**config.mk**
```make
export PLATFORM = sky130hd
export DESIGN_NAME = gpio_arb
export DESIGN_NICKNAME = d
export VERILOG_FILES = /design/src/rtl/gpio_pkg.sv /design/src/rtl/gpio_rr_pick.sv /design/src/rtl/gpio_arb.sv
export SDC_FILE = /design/constraint.sdc
export NUM_CORES = 1
export LEC_CHECK = 0
export ABC_AREA = 0
export BUFFER_PORTS_ARGS = -buffer_cell sky130_fd_sc_hd__buf_2
export CAP_MARGIN = 20
export CORE_ASPECT_RATIO = 0.5
export CORE_MARGIN = 3
export CORE_UTILIZATION = 40
export DETAILED_ROUTE_END_ITERATION = 8
export PLACE_DENSITY = 0.83
export SLEW_MARGIN = 20
export SYNTH_ARGS = -nofsm -noshare
export SYNTH_HDL_FRONTEND = slang
export SYNTH_SLANG_ARGS = --single-unit
```
**constraint.sdc**
```tcl
create_clock -name i_clk -period 1.9 [get_ports i_clk]
set_clock_uncertainty 0.05 [all_clocks]
set_input_delay 0.38 -clock i_clk [delete_from_list [all_inputs] [get_ports i_clk]]
set_output_delay 0.38 -clock i_clk [all_outputs]
set_load 0.02 [all_outputs]
```
**src/rtl/gpio_pkg.sv**
```systemverilog
// Shared gpio register map and arbiter state encodings, used by gpio and gpio_arb.
package gpio_pkg;

  localparam logic [2:0] GPIO_MODE_REG = 3'b000;
  localparam logic [2:0] GPIO_DATA_REG = 3'b001;

  typedef enum logic [1:0] {
    ARB_IDLE  = 2'd0,
    ARB_ISSUE = 2'd1,
    ARB_ACK   = 2'd2
  } arb_state_t;

  function automatic int rr_next(input int idx, input int n);
    return (idx + 1) % n;
  endfunction

endpackage

```
**src/rtl/gpio_rr_pick.sv**
```systemverilog
// Combinational round-robin picker: first masked request at or after the pointer, wrapping.
module gpio_rr_pick #(
  parameter int NREQ = 2,
  parameter int IW   = 1
) (
  input  logic [NREQ-1:0] i_req,
  input  logic [IW-1:0]   i_ptr,
  input  logic [NREQ-1:0] i_mask,
  output logic            o_valid,
  output logic [IW-1:0]   o_idx
);

  logic [NREQ-1:0] eff;
  logic [IW-1:0]   sel;

  always_comb begin
    eff     = i_req & i_mask;
    sel     = '0;
    o_valid = 1'b0;
    o_idx   = '0;
    for (int k = 0; k < NREQ; k++) begin
      sel = IW'((int'(i_ptr) + k) % NREQ);
      if (!o_valid && eff[sel]) begin
        o_valid = 1'b1;
        o_idx   = sel;
      end
    end
  end

endmodule

```
**src/rtl/gpio_arb.sv**
```systemverilog
// Round-robin arbiter serialising NREQ requesters onto the single gpio register port.
// Optional GPIO_ARB_LOCK_EN: a requester holding i_lock at its ack keeps exclusive grant.
module gpio_arb
  import gpio_pkg::*;
#(
  parameter int NREQ = 2,
  parameter int AW   = 3,
  parameter int DW   = 32
) (
  input  logic                 i_clk,
  input  logic                 i_rstb,
  input  logic [NREQ-1:0]      i_req,
  input  logic [NREQ-1:0]      i_req_wr,
  input  logic [NREQ*AW-1:0]   i_req_addr,
  input  logic [NREQ*DW-1:0]   i_req_wdata,
  input  logic [NREQ-1:0]      i_lock,
  output logic [NREQ-1:0]      o_ack,
  output logic [DW-1:0]        o_rdata,
  output logic [AW-1:0]        o_gpio_addr,
  output logic [DW-1:0]        o_gpio_din,
  output logic                 o_gpio_wr_en,
  input  logic [DW-1:0]        i_gpio_dout
);

  localparam int IW = $clog2(NREQ);

  arb_state_t      state;
  logic [IW-1:0]   ptr;
  logic [IW-1:0]   gnt;
  logic [NREQ-1:0] mask;
  logic            pick_valid;
  logic [IW-1:0]   pick_idx;

`ifdef GPIO_ARB_LOCK_EN
  logic            lock_vld;
  logic [IW-1:0]   lock_idx;

  // While a lock owner exists, only its request is visible to the picker.
  always_comb begin
    mask = '1;
    if (lock_vld) mask = NREQ'(1) << lock_idx;
  end
`else
  logic unused_lock;
  assign unused_lock = ^i_lock;
  assign mask        = '1;
`endif

  gpio_rr_pick #(
    .NREQ (NREQ),
    .IW   (IW)
  ) u_pick (
    .i_req   (i_req),
    .i_ptr   (ptr),
    .i_mask  (mask),
    .o_valid (pick_valid),
    .o_idx   (pick_idx)
  );

  always_ff @(posedge i_clk or negedge i_rstb) begin
    if (!i_rstb) begin
      state        <= ARB_IDLE;
      ptr          <= '0;
      gnt          <= '0;
      o_ack        <= '0;
      o_rdata      <= '0;
      o_gpio_addr  <= '0;
      o_gpio_din   <= '0;
      o_gpio_wr_en <= 1'b0;
`ifdef GPIO_ARB_LOCK_EN
      lock_vld     <= 1'b0;
      lock_idx     <= '0;
`endif
    end else begin
      case (state)
        ARB_IDLE: begin
          o_gpio_wr_en <= 1'b0;
          if (pick_valid) begin
            gnt          <= pick_idx;
            o_gpio_addr  <= i_req_addr[int'(pick_idx)*AW +: AW];
            o_gpio_din   <= i_req_wdata[int'(pick_idx)*DW +: DW];
            o_gpio_wr_en <= i_req_wr[pick_idx];
            state        <= ARB_ISSUE;
          end
        end
        // gpio samples the write at the end of this cycle; read data is captured for writes too.
        ARB_ISSUE: begin
          o_rdata      <= i_gpio_dout;
          o_gpio_wr_en <= 1'b0;
          o_ack        <= NREQ'(1) << gnt;
          ptr          <= IW'(rr_next(int'(gnt), NREQ));
          state        <= ARB_ACK;
        end
        ARB_ACK: begin
          o_ack <= '0;
          state <= ARB_IDLE;
`ifdef GPIO_ARB_LOCK_EN
          lock_vld <= i_lock[gnt];
          lock_idx <= gnt;
`endif
        end
        default: state <= ARB_IDLE;
      endcase
    end
  end

endmodule
```
==> impl_metrics.ini <==
[sta]
slew_violations = 0
rsz0062_at_grt = no
period_share = 0.869
finalSetupTns_ps = 0
slew_headroom = 0.375
period_needed_ps = 1650
finalSetupViolCount = 0
final_hold_viol_count = 0
worst_pin_slew_ps = 933
fmax_ghz = 0.606

[worst_setup_path]
ff2ff_path_depth = 5
critPathMaxFanout = 36
arrival_ps = 1800
r2r_end = o_gpio_din[9]
crit_end = o_gpio_din[9]
worstSetupPathType = reg2reg
crit_path_end_kind = register
ff2ff_setup_slack_ps = 250
r2r_start = state[0]
crit_start = state[0]
worstPathRequired_ps = 2050
startpoint_type = register

[drt]
drt_first_pass_iters = 4
avgRoutedWirePerCell_um = 15.1
vias = 3007
routed_wl_mm = 8.89
viasPerCell = 5.10
antenna_left = 0
drc_errors = 0
drt_iter0_drc = 151

[final_layout]
layout-drive-gt1-share = 0.502
finalNonFillerCells = 590
areaGrowthSynthToFinish_pct = 35.1
final_nets = 591
n_antenna_cell = 0
final.fill_count = 667

[die]
core_area_um2 = 7730
die_w_um = 136
die_h_um = 71.0
start_util = 0.436
rows = 22
die-area_um2 = 9640
num_io_pins = 180

[synthesis]
synth_fa_ha_area_frac = 0.0148
syn_area_per_cell_um2 = 11.3
synth-edff-count = 0
ys_ff_latch = 74
async_flop_share = 1.00
synthMuxAreaShare = 0.113
synth_area_um2 = 3380
synth-xor-area-share = 0
synthSimpleGateAreaFrac = 0.0534
netlist-cell-type-count = 25
yosys_warnings = 0
synth_fp_nets = 414
synth_top_family_by_area = compound AO/OA/AOI/OAI gates
synthFlopType = dfrtp_1
synthCells = 300
synth_seq_area_share = 0.549
synth_compound_area_frac = 0.191

[placed_design]
globalplace.congestion = 0.801
numPortBuffers = 177
hpwlAfterDp_mm = 6.34
placed_cells = 573

[clock_tree]
max-clock-path-buffers = 2
clock_latency_ps = 320
clk_pin_slew_ps = 50
root_buffer = clkbuf_16
cts_buffers = 9
post_cts_buffers = 0
clock_sinks = 74
cts_hold_buf = 1
cts_resized = 0
cts_tree = built
h-tree-depth = 3

[grt]
grt_max_degree = 41
grtUsageTotal = 0.183
grt_antenna_before_repair = 0
grt_pass1_wl_mm = 14.0
overflow = 0
first_global_vias = 2945

[run]
max_cap_viol_count = 0

[run_status]
status = finished clean

[power_and_ir_drop]
vdd_drop_max_mv = 0.726
p_leak_uw = 0.00217
powerDensity_nw_per_um2 = 1830

[min_path]
hp-class = in2reg
## cell type report
class	count	area [um2]	share of cell area
repair buffers	192	1020	0.223
inverters	4	15.0	0.00329
clock buffers	14	274	0.0601
well taps	108	135	0.0296
clock inverters	2	10.0	0.00220
multi-input cells	196	1260	0.276
flip-flops and latches	74	1850	0.406
## cells by family (layout without fill, tap and decap cells)
family / count (synthesis) / after routing
AOI/OAI and AO/OA: 114 / 114
DFF: 74 / 74
and+or+nand+nor: 44 / 44
muxes: 34 / 34
buffers and inverters: 30 / 212
adders and majority gates: 4 / 4
## flip-flops by register name (all words and copies together) (netlist names)
name          flops
o_ack             2
o_rdata          32
o_gpio_din       32
ptr               1
gnt               1
state             2
o_gpio_wr_en      1
o_gpio_addr       3
## cells in the final DEF, fill, tap and decap left out
cell,count
and2b_4,1
clkbuf_8,3
buf_12,1
clkinv_2,2
nor2b_1,1
a211oi_2,1
ha_1,4
a21boi_0,1
dfrtp_1,74
inv_1,4
dlygate4sd3_1,1
o21ai_0,6
buf_2,176
mux2_2,34
nor2_1,39
clkbuf_1,2
a32o_1,1
nand2b_1,1
nand2_1,1
nand3b_1,1
a21oi_1,36
a31oi_1,36
o21ai_4,1
buf_4,14
o21ai_1,31
clkbuf_16,9
o21a_1,1
## cell usage after synthesis, types with 3 or more instances
cell / n / share of area
o21ai_1: 31 / 0.046
o21ai_0: 6 / 0.0089
clkbuf_2: 3 / 0.0044
dfrtp_1: 74 / 0.55
buf_12: 4 / 0.024
buf_6: 9 / 0.030
buf_2: 8 / 0.012
a21oi_1: 36 / 0.053
mux2_2: 34 / 0.11
nor2_1: 39 / 0.043
ha_1: 4 / 0.015
inv_1: 4 / 0.0044
a31oi_1: 36 / 0.067
## routing by layer
layer / track usage / wire [um]
met1: 0.213 / 3550
met5: 0 / 0
met4: 0.0615 / 81
met3: 0.0462 / 489
met2: 0.331 / 4770
## power by group
| part | total, uW | switching [uW] | internal [uW] |
|---|---|---|---|
| Sequential | 2790 | 397 | 2390 |
| Combinational | 3990 | 2390 | 1600 |
| Clock | 1570 | 581 | 986 |
| Total | 8350 | 3370 | 4980 |
## worst min-delay path by stage
stage	startpoint	endpoint	slack (ps)	cells after the start
final	i_gpio_dout[17]	o_rdata[17]	240	2
after detailed placement	i_rstb	o_gpio_din[23]	290	1
after CTS	i_gpio_dout[2]	o_rdata[2]	220	2
after global routing	i_gpio_dout[17]	o_rdata[17]	220	2
after floorplan	i_rstb	gnt	30	0
after global placement	i_rstb	o_gpio_din[23]	280	1
## metrics by stage
step	worst slack, ps	cell area, um2	utilization	hold slack (ps)	power (uW)
3_3_place_gp	232	4270	0.551	282	6710
3_5_place_dp	195	4270	0.551	286	6840
4_1_cts	252	4560	0.589	220	8450
6_report	250	4560	0.589	239	8350
2_1_floorplan	422	3380	-	34.4	5630
5_1_grt	134	4560	0.589	224	8900
## critical path: stages (launching register included)
cell     delay [ps]
dfrtp_1         400
inv_1           110
ha_1            310
o21ai_4         300
a31oi_1         260
a21oi_1         100
Power figures use the tool's default switching activity.
